File: config.mk
export PLATFORM = sky130hd
export DESIGN_NAME = counter_seq
export DESIGN_NICKNAME = d
export VERILOG_FILES = /design/src/rtl/counter_seq.sv
export SDC_FILE = /design/constraint.sdc
export NUM_CORES = 1
export LEC_CHECK = 0
export ABC_CLOCK_PERIOD_IN_PS = 2480
export BUFFER_PORTS_ARGS = -buffer_cell sky130_fd_sc_hd__buf_2
export CAP_MARGIN = 20
export CORE_MARGIN = 3
export CORE_UTILIZATION = 25
export DETAILED_ROUTE_END_ITERATION = 8
export HOLD_SLACK_MARGIN = 0.08
export PLACE_DENSITY_LB_ADDON = 0.1
export SYNTH_ARGS = -nofsm -noshare
export SYNTH_HDL_FRONTEND = slang
export SYNTH_SLANG_ARGS = --single-unit
File: constraint.sdc
create_clock -name clk -period 2.48 [get_ports clk]
set_clock_uncertainty 0.15 [all_clocks]
set_input_delay 0.248 -clock clk [delete_from_list [all_inputs] [get_ports clk]]
set_output_delay 0.248 -clock clk [all_outputs]
set_load 0.02 [all_outputs]
File: src/rtl/counter_seq.sv
// counter_seq: accepts counter jobs over valid/ready, runs a bounded counter for N wraps, pulses done or err.
// Ports: clk, rst (sync, active-high); cfg_valid/cfg_ready/cfg_lower/cfg_upper/cfg_wraps job handshake;
// abort (honoured only when ABORT_EN is defined); ctr_lower_bound/ctr_upper_bound/ctr_rst drive the counter,
// ctr_out observes it; busy, done, err, wrap_count report status.
module counter_seq #(
  parameter int DATA_WIDTH = 32,
  parameter int WRAP_WIDTH = 16
) (
  input  logic                  clk,
  input  logic                  rst,
  input  logic                  cfg_valid,
  output logic                  cfg_ready,
  input  logic [DATA_WIDTH-1:0] cfg_lower,
  input  logic [DATA_WIDTH-1:0] cfg_upper,
  input  logic [WRAP_WIDTH-1:0] cfg_wraps,
  input  logic                  abort,
  output logic [DATA_WIDTH-1:0] ctr_lower_bound,
  output logic [DATA_WIDTH-1:0] ctr_upper_bound,
  output logic                  ctr_rst,
  input  logic [DATA_WIDTH-1:0] ctr_out,
  output logic                  busy,
  output logic                  done,
  output logic                  err,
  output logic [WRAP_WIDTH-1:0] wrap_count
);
  typedef enum logic [1:0] {IDLE, LOAD, RUN, DONE} state_t;
  state_t state_q;
  logic [DATA_WIDTH-1:0] lower_q, upper_q;
  logic [WRAP_WIDTH-1:0] n_q, wrap_q, wrap_d;
  logic err_q, accept, bad, wrap_hit, stop;
  assign accept   = cfg_valid && state_q == IDLE;
  assign bad      = cfg_lower > cfg_upper || cfg_wraps == '0;
  assign wrap_hit = state_q == RUN && ctr_out == upper_q;
  assign wrap_d   = wrap_q + 1'b1;
`ifdef ABORT_EN
  // abort on the final wrap still wins, so neither done nor the last increment happen
  assign stop = abort && (state_q == LOAD || state_q == RUN);
`else
  logic unused_abort;
  assign unused_abort = abort;
  assign stop = 1'b0;
`endif
  always_ff @(posedge clk) begin
    if (rst) begin
      state_q <= IDLE;
      lower_q <= '0;
      upper_q <= '0;
      n_q     <= '0;
      wrap_q  <= '0;
      err_q   <= 1'b0;
    end else begin
      err_q <= accept && bad;
      if (stop) state_q <= IDLE;
      else begin
        case (state_q)
          IDLE: if (accept && !bad) begin
            state_q <= LOAD;
            lower_q <= cfg_lower;
            upper_q <= cfg_upper;
            n_q     <= cfg_wraps;
            wrap_q  <= '0;
          end
          LOAD: state_q <= RUN;
          RUN: if (wrap_hit) begin
            wrap_q <= wrap_d;
            if (wrap_d == n_q) state_q <= DONE;
          end
          default: state_q <= IDLE;
        endcase
      end
    end
  end
  assign cfg_ready       = state_q == IDLE;
  assign ctr_rst         = state_q != RUN;
  assign busy            = state_q == LOAD || state_q == RUN;
  assign done            = state_q == DONE;
  assign err             = err_q;
  assign wrap_count      = wrap_q;
  assign ctr_lower_bound = lower_q;
  assign ctr_upper_bound = upper_q;
endmodule

## After elaboration in Yosys (flattened, before gate mapping)

Cells that the tools add are included.

| storage, ports and cells | value |
|---|---|
| logic and storage cells | 37 |
| bits in registers | 99 |
| input port bits | 116 |
| output and inout bits | 85 |

| operators by class | value |
|---|---|
| add/sub/neg operators | 1 |
| muxes and demuxes | 7 |
| reduce and logical (&&, ||, !) cells | 13 |
| order comparisons | 1 |
| equal/unequal tests | 9 |

Operators with widths:

| operator | count |
|---|---|
| $eq A32 B32 Y1 | 1 |
| $gt A32 B32 Y1 | 1 |
| $mux W16 | 2 |
| $pmux W16 S2 | 1 |
| $add A16 B1 Y16 const B | 1 |
| $eq A16 B16 Y1 | 1 |
| $logic_not A16 Y1 | 1 |
| $mux W2 | 3 |
| $ne A2 B2 Y1 const B | 3 |
| $pmux W2 S3 | 1 |
| $reduce_and A3 Y1 | 2 |
| $eq A2 B2 Y1 const B | 2 |
| $logic_and A1 B1 Y1 | 4 |
| $eq A2 B1 Y1 const B | 1 |
| $logic_not A2 Y1 | 1 |
| $logic_or A1 B1 Y1 | 2 |
| $ne A2 B1 Y1 const B | 1 |
| $reduce_and A2 Y1 | 1 |
| $reduce_bool A2 Y1 | 1 |
| $logic_not A1 Y1 | 1 |

## Logic depth before layout (Yosys ltp)

Gate-level depths: netlist of the first run.

| depth | value |
|---|---|
| word-level depth | 6 |
| gate-level depth with buffers | 10 |
| depth with buffers taken out | 9 |

## Least setup slack after synthesis of the first run

OpenSTA, ideal clock, no wires.

| path | value |
|---|---|
| path kind | register -> register |
| from | register wrap_q[0], in the netlist wrap_count[0] |
| to | register state_q[0] |
| buffers on the path | 0 |
| setup time | 0.121 ns |
| stages on the path, launching flop included | 9 |
| slack | -0.240 ns |
| period minus slack after synthesis | 2.720 ns |
| required time | 2.209 ns |
| arrival time | 2.449 ns |
| path through | dfxtp_1 -> ha_1 -> nand3_4 -> or4_4 -> xnor2_1 -> nand4_1 -> nor4_2 -> o221ai_2 -> mux2_4 |

| on the way | value |
|---|---|
| word-level cells in the longest chain between the ends | 4 |

RTL lines:

| item | RTL line | source |
|---|---|---|
| start: declaration | 29 | `logic [WRAP_WIDTH-1:0] n_q, wrap_q, wrap_d;` |
| start signal: assignment | 65 | `wrap_q <= wrap_d;` |
| $add A16 B1 Y16 | 34 | `assign wrap_d = wrap_q + 1'b1;` |
| $eq A16 B16 Y1 | 66 | `if (wrap_d == n_q) state_q <= DONE;` |
| $ne A2 B2 Y1 (no line) | -- |  |
| $reduce_and A3 Y1 (no line) | -- |  |
| end signal: assignment | 63 | `LOAD: state_q <= RUN;` |
| end signal: assignment | 66 |  |
| end signal: assignment | 68 | `default: state_q <= IDLE;` |
| end: declaration | 27 | `state_t state_q;` |

Every way passes these cells.
A chain may end at the register's enable or synchronous reset.

## Worst setup path after layout of the first run

Same ends and word-level chain as after synthesis.

==> flow_summary.json, run 1 <==
{
  "status": "finished, violations left",
  "violations": "negative setup slack",
  "gr-total-overflow": 0,
  "cts_num_sinks": 99,
  "wl_met2_um": 12200,
  "combPwrFrac_pct": 43.7,
  "power.leakage_nw": 3.967,
  "cp-startpoint": "wrap_count[0]",
  "numCtsBuffers": 9,
  "worstHoldPathType": "in -> reg",
  "vdd_drop_max_mv": 0.3784,
  "cts_buffer_depth": 2,
  "stdcell_area_um2": 9214,
  "detail_route.first_pass.iterations": 5,
  "drtAntennaViolNets": 0,
  "fin_ws_ns": -0.08732,
  "root_buffer": "clkbuf_16",
  "setup_viol": 2,
  "synth_area_um2": 5732,
  "finalCritPeriodShare_pct": 103.5,
  "start_util_pct": 25.86,
  "worstHoldEndpoint": "ctr_upper_bound[10]",
  "totalWireLength_um": 25300,
  "max_slew_margin_pct": 60.75,
  "maxCapViolCount": 0,
  "htree_num_levels": 3,
  "drv_slew": 0,
  "antenna_found_initial": 3,
  "dieHeight_um": 157.4,
  "whs_path_depth": 4,
  "dpl.hpwl_um": 17690,
  "die-area_um2": 24780,
  "core_um2": 22160,
  "clkPwrFrac_pct": 25.2,
  "intPower_mw": 3.719,
  "portBuffers": 199,
  "drtIter0Drc": 334,
  "final-hold-violation-count": 0,
  "critPathKind": "reg -> reg",
  "syn2layout_area_growth_pct": 60.75,
  "grt_max_degree": 84,
  "synth_cell_type_count": 58,
  "fmax_mhz": 389.5,
  "p_seq_share_pct": 31.1,
  "drive_gt1_share_pct": 39.72,
  "r2r_cells": 8,
  "worstMarginPinSlew_ns": 0.5881,
  "cts_tree": "yes",
  "drc": 0,
  "finalCriticalPeriod_ns": 2.567,
  "r2r_setup_slack_ns": -0.09,
  "synth_edf_count": 0,
  "ys_seq_area_share_pct": 34.58,
  "swShare_pct": 39.28,
  "synthesis.nets": 868,
  "synth_warnings": 0,
  "post_dp_cell_area_um2": 7920,
  "fill_cells": 2340,
  "grt_pass1_vias": 6504,
  "power_mw": 6.126,
  "clk_pin_slew_ns": 0.08,
  "crit_fanout": 3,
  "vias": 6649,
  "gp_congestion": 0.7799,
  "required_ns": 2.57,
  "met3_length_um": 1616,
  "grt.total_usage_pct": 18.99,
  "syn_inst": 716,
  "hp-start": "cfg_upper[10]",
  "rsz0062_at_grt": "true",
  "ios": 201,
  "clk_latency_ns": 0.36,
  "syn_avg_cell_area_um2": 8.005,
  "die_x_um": 157.4,
  "async_flop_share_pct": 0,
  "highest_layer": "met5",
  "critPathArrivalTime_ns": 2.66,
  "fin_nets": 1203,
  "rows": 54,
  "routed_via_density": 4.977,
  "grt_pass1_wl_um": 36630,
  "cellPowerDensity_nw_per_um2": 664.9,
  "endpoint_kind": "flip-flop",
  "synth_seq_cells": 99,
  "ys.flop_type": "dfxtp_1",
  "cp-start-kind": "flip-flop",
  "switching_power_mw": 2.407,
  "wl_per_cell_um": 18.94,
  "r2r-start": "wrap_count[0]",
  "rr_endpoint": "state_q[0]",
  "wl_met1_um": 11160
}
[cell families (layout without fill, tap and decap cells)]
logic type               after synthesis  in the layout  synth area share, %
multiplexers                           2              2               0.4365
flip-flops                            99             99                34.58
AO/OA/AOI/OAI                        238            238                23.75
buffers and inverters                 97            435                7.116
adder cells (fa/ha/maj)               36             36                7.859
AND/OR/NAND/NOR                      190            191                18.01
XOR/XNOR                              54             54                8.251
other                                  0              1                    0
[critical path: stages (launching register included)]
cell,delay [ns]
dfxtp_4,0.36
ha_4,0.15
nand3_4,0.10
or4_4,0.52
xnor2_2,0.16
nand4_1,0.19
nor4_2,0.31
o221ai_2,0.19
mux2_4,0.32
[cell usage after synthesis, types with 2 or more instances]
master	count	area [um^2]
o32ai_1	2	17.52
nor3_1	10	50.05
o211ai_1	2	15.01
xnor2_1	47	411.6
a221o_1	2	20.02
or3_1	2	12.51
nor4_1	12	75.07
and4_1	2	17.52
buf_2	8	40.04
a21o_1	2	15.01
a21oi_1	98	490.5
nand4_1	22	137.6
clkbuf_1	40	150.1
o211a_1	2	20.02
a31oi_1	7	43.79
o311ai_0	4	35.03
nand3_1	94	470.5
a211oi_1	4	30.03
o31ai_1	6	45.04
xor2_1	7	61.31
o21ai_0	92	460.4
nand2_1	18	67.56
buf_6	4	45.04
nor2_1	15	56.30
ha_1	36	450.4
o311ai_1	2	17.52
dfxtp_1	99	1982
o21a_1	3	22.52
and3_1	2	12.51
inv_1	44	165.2
[through the flow]
| stage | cells | setup TNS [ns] | setup slack (ns) | hold slack, ns | utilization, % |
|---|---|---|---|---|---|
| 2_1_floorplan | 716 | -0.004627 | -0.004627 | 0.2334 | - |
| 3_3_place_gp | 1260 | -29.27 | -0.3854 | 0.3135 | 35.74 |
| 3_5_place_dp | 1260 | -30.14 | -0.4063 | 0.3154 | 35.74 |
| 4_1_cts | 1321 | -0.1428 | -0.09164 | 0.09878 | 39.39 |
| 5_1_grt | 1336 | -0.4812 | -0.1788 | 0.1197 | 41.58 |
| 6_report | 1336 | -0.1301 | -0.08732 | 0.1135 | 41.58 |
[power groups by stage]
| stage | Sequential [mW] | Combinational (mW) | Clock [mW] |
|---|---|---|---|
| after global routing | 1.93 | 2.91 | 1.63 |
| after global placement | 1.94 | 2.44 | 0 |
| after floorplan | 2.08 | 1.19 | 0 |
| after detailed placement | 1.94 | 2.43 | 0 |
| after CTS | 1.91 | 2.50 | 1.59 |
| final | 1.90 | 2.68 | 1.54 |
[worst max-delay path by stage]
| stage | to | cells past startpoint |
|---|---|---|
| final | state_q[0] | 8 |
| after global routing | state_q[0] | 10 |
| after CTS | state_q[0] | 8 |
| after detailed placement | wrap_count[6] | 11 |
| after global placement | wrap_count[6] | 11 |
| after floorplan | state_q[0] | 7 |
[placed cells by master, fill, tap and decap left out, types with 15 or more instances in the layout]
cell type | synthesis | layout
buf_2 | 8 | 198
buf_4 | 1 | 116
a21oi_1 | 98 | 92
dfxtp_1 | 99 | 92
nand3_1 | 94 | 89
o21ai_0 | 92 | 73
xnor2_1 | 47 | 44
dlygate4sd3_1 | 0 | 43
inv_1 | 44 | 42
nand4_1 | 22 | 22
ha_1 | 36 | 21
o21ai_1 | 1 | 19
nand2_1 | 18 | 18
ha_4 | 0 | 15
[sequential cells by signal (all words and copies together) (netlist names)]
signal           cells
ctr_lower_bound     32
ctr_upper_bound     32
wrap_count          16
err                  1
state_q              2
n_q                 16
[per-layer routing]
| metal | vias to the layer above | GRT usage, % |
|---|---|---|
| li1 | 3276 | - |
| met1 | 3162 | 23.93 |
| met2 | 186 | 32.56 |
| met3 | 21 | 5.087 |
| met4 | 4 | 4.174 |
| met5 | - | 0 |
[cell type report]
cell class | instances | area (um^2) | area share [%]
clock buffer | 12 | 267.8 | 2.906
sequential | 99 | 1993 | 21.63
multi-input combinational | 521 | 3755 | 40.75
antenna | 1 | 2.502 | 0.02716
tap | 280 | 350.3 | 3.802
clock inverter | 3 | 45.04 | 0.4889
timing repair buffer | 376 | 2635 | 28.60
inverter | 44 | 165.2 | 1.792
[timing repair]
action	4_1_cts	5_1_grt
hold buffers	43	0
buffers inserted	3	7
endpoints found under the setup margin	12	92
endpoints found under the hold margin	42	0
pin swaps	7	19
gates resized for setup	9	68
cloned	0	7
(Power assumes the default switching activity.)
==> inputs of run 2 (changes only) <==
- GPL_TIMING_DRIVEN: default -> 0
- SKIP_LAST_GASP: default -> 1
==> run 2 against run 1 <==
Compared with the run above:
- the run still ends with negative setup slack left
- sequential share of layout area increased by 0.29 points
- critical path type unchanged
- clock-buffer cell count decreased by 2
- first-iteration DRC count decreased by 24%
- global-route usage increased by 0.91 points
- largest power group unchanged
- combinational power decreased by 4%
- critical endpoint unchanged
- worst setup slack improved by 0.065 ns
- largest cell class unchanged
- worst hold slack improved by 0.0093 ns
- register-to-register slack improved by 0.06 ns
- routed wire length decreased by 1.6%
- via count unchanged
- sequential cell count unchanged
- total power increased by 0.67%
==> flow_summary.json, run 2 (same netlist as run 1, synthesis figures left out) <==
{
  "finalCritPeriodShare_pct": 100.9,
  "crit_end": "state_q[0]",
  "gp_congestion": 0.8322,
  "numCtsBuffers": 9,
  "multi_input_area_um2": 3895,
  "fmax_mhz": 399.6,
  "slowest_delay_ns": 0.53,
  "gr-max-usage-layer": "met2",
  "final-hold-violation-count": 0,
  "clk_latency_ns": 0.36,
  "required_ns": 2.57,
  "dpl.hpwl_um": 18700,
  "max_slew_margin_pct": 44.61,
  "finalCriticalPeriod_ns": 2.503,
  "critical-path-top-delay-family": "simple AND/OR/NAND/NOR gates",
  "post_dp_cell_area_um2": 7141,
  "status": "finished, violations left",
  "clk_pin_slew_ns": 0.07,
  "cts_buffer_depth": 2,
  "r2r_setup_slack_ns": -0.02,
  "gr-usage-met1_pct": 24.16,
  "cp-startpoint": "wrap_count[0]",
  "r2r_cells": 8,
  "fin_nets": 1186,
  "cellPowerDensity_nw_per_um2": 676.6,
  "crit_chain": "ha_4 > nand3_4 > or4_4 > xnor2_2 > nand4_1 > nor4_2 > o221ai_2 > mux2_4",
  "detail_route.first_pass.iterations": 7,
  "rr_endpoint": "state_q[0]",
  "cts_num_sinks": 99,
  "combPwrFrac_pct": 41.6,
  "maxCapViolCount": 0,
  "setup_tns_ns": -0.03703,
  "gr-total-overflow": 0,
  "worstMarginPinSlew_ns": 0.8309,
  "wl_per_cell_um": 18.86,
  "die-area_um2": 24780,
  "vdd_drop_max_mv": 0.3257,
  "root_buffer": "clkbuf_16",
  "stdcell_area_um2": 9115,
  "totalWireLength_um": 24900,
  "endpoint_kind": "flip-flop",
  "fill_cells": 2367,
  "dieHeight_um": 157.4,
  "rows": 54,
  "start_util_pct": 25.86,
  "crit_fanout": 7,
  "portBuffers": 199,
  "placedCellCount": 1197,
  "setup_viol": 2,
  "worstHoldPathType": "in -> reg",
  "post-route-util_pct": 41.13,
  "power.leakage_nw": 3.805,
  "r2r-start": "wrap_count[0]",
  "core_um2": 22160,
  "gr-usage-met3_pct": 5.527,
  "drc": 0,
  "finalNonFillerCells": 1320,
  "grt_pass1_wl_um": 38210,
  "cts_tree": "yes",
  "place_ws_ns": -1.035,
  "drive_gt1_share_pct": 33.49,
  "seqCellArea_um2": 1998,
  "intPower_mw": 3.759,
  "layout_common_cells": "196 x buf_2, 95 x a21oi_1, 92 x nand3_1, 92 x dfxtp_1, 90 x o21ai_0",
  "met2_usage_pct": 34.69,
  "grt.total_usage_pct": 19.90,
  "critPathKind": "reg -> reg",
  "routed_via_density": 5.037,
  "ios": 201,
  "die_x_um": 157.4,
  "grt_pass1_vias": 6854,
  "antenna_found_initial": 5,
  "htree_num_levels": 3,
  "path_depth": 8,
  "path_buf_inv": 0,
  "rsz0062_at_grt": "true",
  "drtAntennaViolNets": 0,
  "drtIter0Drc": 253,
  "grt_max_degree": 17,
  "drv_slew": 0,
  "hold_slack_ns": 0.1229,
  "swShare_pct": 39.05,
  "critPathArrivalTime_ns": 2.59,
  "vias": 6649,
  "clkPwrFrac_pct": 27.2,
  "cp-start-kind": "flip-flop",
  "layout_commonest_cell": "buf_2",
  "p_seq_share_pct": 31.2,
  "switching_power_mw": 2.408,
  "fin_ws_ns": -0.02259,
  "syn2layout_area_growth_pct": 59.03,
  "worst_path_max_delay_cell": "or4_4",
  "violations": "negative setup slack",
  "power_mw": 6.167
}
-- run 2: tightest hold or removal path, stage by stage --
cell and delay (ns):
buf_2 0.15, a311o_1 0.13, o31ai_1 0.06
-- run 2: per-layer routing --
metal | part of all wire, % | wire (um)
met5 | 0.19 | 48
met3 | 5.9 | 1462
met4 | 2.1 | 523
met1 | 42 | 10540
met2 | 49 | 12320
-- run 2: cell type report --
type | instances | share of cell area [%]
Tap cell | 280 | 3.844
Inverter | 44 | 1.839
Clock inverter | 6 | 1.222
Sequential cell | 99 | 21.92
Multi-Input combinational cell | 520 | 42.73
Clock buffer | 10 | 2.512
Timing Repair Buffer | 307 | 22.80
Antenna cell | 1 | 0.02745
Buffer | 53 | 3.102
-- run 2: power by group through the flow --
stage	registers [mW]	clock network (mW)	logic, mW
4_1_cts	1.93	1.72	2.42
6_report	1.92	1.68	2.57
3_3_place_gp	1.96	0	2.12
2_1_floorplan	2.08	0	1.19
3_5_place_dp	1.96	0	2.11
5_1_grt	1.95	1.78	2.80
-- run 2: how the worst min path moves through the flow --
stage / endpoint / start / depth (start not counted) / slack, ns
floorplan: err / cfg_valid / 2 / 0.23
global placement: ctr_lower_bound[13] / ctr_lower_bound[13] / 2 / 0.32
global route: wrap_count[3] / rst / 3 / 0.15
CTS: wrap_count[12] / rst / 3 / 0.12
finish: wrap_count[12] / rst / 3 / 0.12
detailed placement: ctr_lower_bound[14] / ctr_lower_bound[14] / 2 / 0.32
-- run 2: timing repair --
item	4_1_cts	5_1_grt
pin swaps	24	8
hold buffers	81	0
setup buffers	14	10
gates resized for setup	88	45
cloned	1	0
endpoints found under the setup margin	99	97
hold endpoints to repair	81	0
==> inputs of run 3 (changes only) <==
- CAP_MARGIN: 20 -> default
- CORE_MARGIN: 3 -> 1.5
==> run 3 against run 2 <==
Compared with the run above:
- the flow still finishes with violations (negative setup slack)
- clock-buffer cell count stayed put
- register-to-register slack worse by 0.03 ns
- critical path depth unchanged
- fmax down 1.2%
- die area is 3.8% lower
- sequential cell count stayed put
- critical path type unchanged
- critical endpoint unchanged
==> flow_summary.json, run 3 (same netlist as run 1, synthesis figures left out) <==
{
  "power.leakage_nw": 3.812,
  "vdd_drop_max_mv": 0.3182,
  "rsz0062_at_grt": "true",
  "finalCriticalPeriod_ns": 2.532,
  "gp_congestion": 0.7967,
  "grt_pass1_vias": 6513,
  "ios": 201,
  "clk_pin_slew_ns": 0.08,
  "drv_slew": 0,
  "max_slew_margin_pct": 52.93,
  "root_buffer": "clkbuf_16",
  "r2r_setup_slack_ns": -0.05,
  "fill_cells": 2338,
  "grt.total_usage_pct": 20.72,
  "drtAntennaViolNets": 0,
  "core_um2": 22570,
  "post_dp_cell_area_um2": 7137,
  "fmax_mhz": 394.9,
  "worstMarginPinSlew_ns": 0.7061,
  "violations": "negative setup slack",
  "drtIter0Drc": 350,
  "status": "finished, violations left",
  "maxCapViolCount": 0,
  "rows": 55,
  "power_mw": 6.005,
  "cts_buffer_depth": 2,
  "layout_commonest_cell": "buf_2",
  "multi_input_area_um2": 4024,
  "clkPwrFrac_pct": 25.5,
  "die_x_um": 154.4,
  "die-area_um2": 23840,
  "numCtsBuffers": 9,
  "final-hold-violation-count": 0,
  "drive_gt1_share_pct": 36.76,
  "cp-start-kind": "flip-flop",
  "critPathArrivalTime_ns": 2.64,
  "swShare_pct": 40.91,
  "cts_num_sinks": 99,
  "gr-total-overflow": 0,
  "fin_ws_ns": -0.05201,
  "antenna_found_initial": 6,
  "switching_power_mw": 2.457,
  "critPathKind": "reg -> reg",
  "crit_fanout": 5,
  "seqCellArea_um2": 2002,
  "syn2layout_area_growth_pct": 63.52,
  "combPwrFrac_pct": 42.3,
  "portBuffers": 199,
  "htree_num_levels": 3,
  "grt_max_degree": 17,
  "required_ns": 2.59,
  "stdcell_area_um2": 9373,
  "p_seq_share_pct": 32.2,
  "totalWireLength_um": 25250,
  "whs_path_depth": 3,
  "intPower_mw": 3.548,
  "r2r_cells": 8,
  "detail_route.first_pass.iterations": 4,
  "grt_pass1_wl_um": 37770,
  "drc": 0,
  "setup_tns_ns": -0.08434,
  "worstHoldPathType": "in -> reg",
  "setup_viol": 3,
  "cts_tree": "yes",
  "wl_per_cell_um": 18.99,
  "endpoint_kind": "flip-flop",
  "start_util_pct": 25.39,
  "finalCritPeriodShare_pct": 102.1,
  "dpl.hpwl_um": 18520,
  "vias": 6668,
  "layout_common_cells": "180 x buf_2, 92 x nand3_1, 92 x a21oi_1",
  "clk_latency_ns": 0.37,
  "cellPowerDensity_nw_per_um2": 640.7,
  "dieHeight_um": 154.4,
  "fin_nets": 1190,
  "place_ws_ns": -1.571,
  "routed_via_density": 5.014
}
-- run 3: cell count changes in the layout (fill, tap and decap cells not counted), sizes merged --
cell / change
diode: +2
clkinvlp: +1
bufinv: -2
buf: +5
clkbuf: -1
-- run 3: timing repair --
action                                 CTS  global route
cloned                                   1             0
resized for setup                       76           121
setup endpoints to repair               99            98
setup buffers                           19            11
endpoints found under the hold margin   81             0
hold buffers                            81             0
pin swaps                               25            33
-- run 3: per-layer routing --
layer | track usage [%] | routed length (um) | up-vias
met5 | 0 | 41 | -
met4 | 5.540 | 450 | 8
met3 | 4.791 | 1397 | 32
met2 | 36.04 | 12460 | 194
met1 | 25.64 | 10910 | 3184
li1 | - | - | 3250
-- run 3: worst paths after layout --
check | from | end
hold / removal | rst | wrap_count[3]
setup / recovery | wrap_count[0] | state_q[0]
hold reg to reg | ctr_lower_bound[30] | ctr_lower_bound[30]
setup reg to reg | wrap_count[0] | state_q[0]
-- run 3: power groups by stage --
stage	clock (mW)	sequential, mW	combinational (mW)
finish	1.53	1.93	2.54
CTS	1.57	1.93	2.36
global route	1.61	1.95	2.75
detailed placement	0	1.96	2.12
floorplan	0	2.08	1.19
global placement	0	1.96	2.12
-- run 3: final cells by class --
cell class	count	area share [%]
Clock inverter	5	0.6675
Tap cell	285	3.805
Inverter	44	1.949
Multi-Input combinational cell	520	42.93
Clock buffer	10	2.550
Timing Repair Buffer	311	23.53
Sequential cell	99	21.36
Antenna cell	3	0.08010
Buffer	53	3.124
-- run 3: critical path, stage by stage (launching register included) --
cell	delay, ns
dfxtp_4	0.38
ha_4	0.16
nand3_4	0.09
or4_4	0.58
xnor2_2	0.13
nand4_1	0.20
nor4_4	0.22
o221ai_2	0.19
mux2_4	0.32
-- run 3: metrics by stage --
| stage | utilization (%) | instances | hold slack, ns |
|---|---|---|---|
| 2_1_floorplan | - | 716 | 0.2334 |
| 3_3_place_gp | 31.62 | 1200 | 0.3127 |
| 3_5_place_dp | 31.62 | 1200 | 0.3150 |
| 4_1_cts | 38.95 | 1316 | 0.1270 |
| 5_1_grt | 41.50 | 1328 | 0.1634 |
| 6_report | 41.52 | 1330 | 0.1428 |
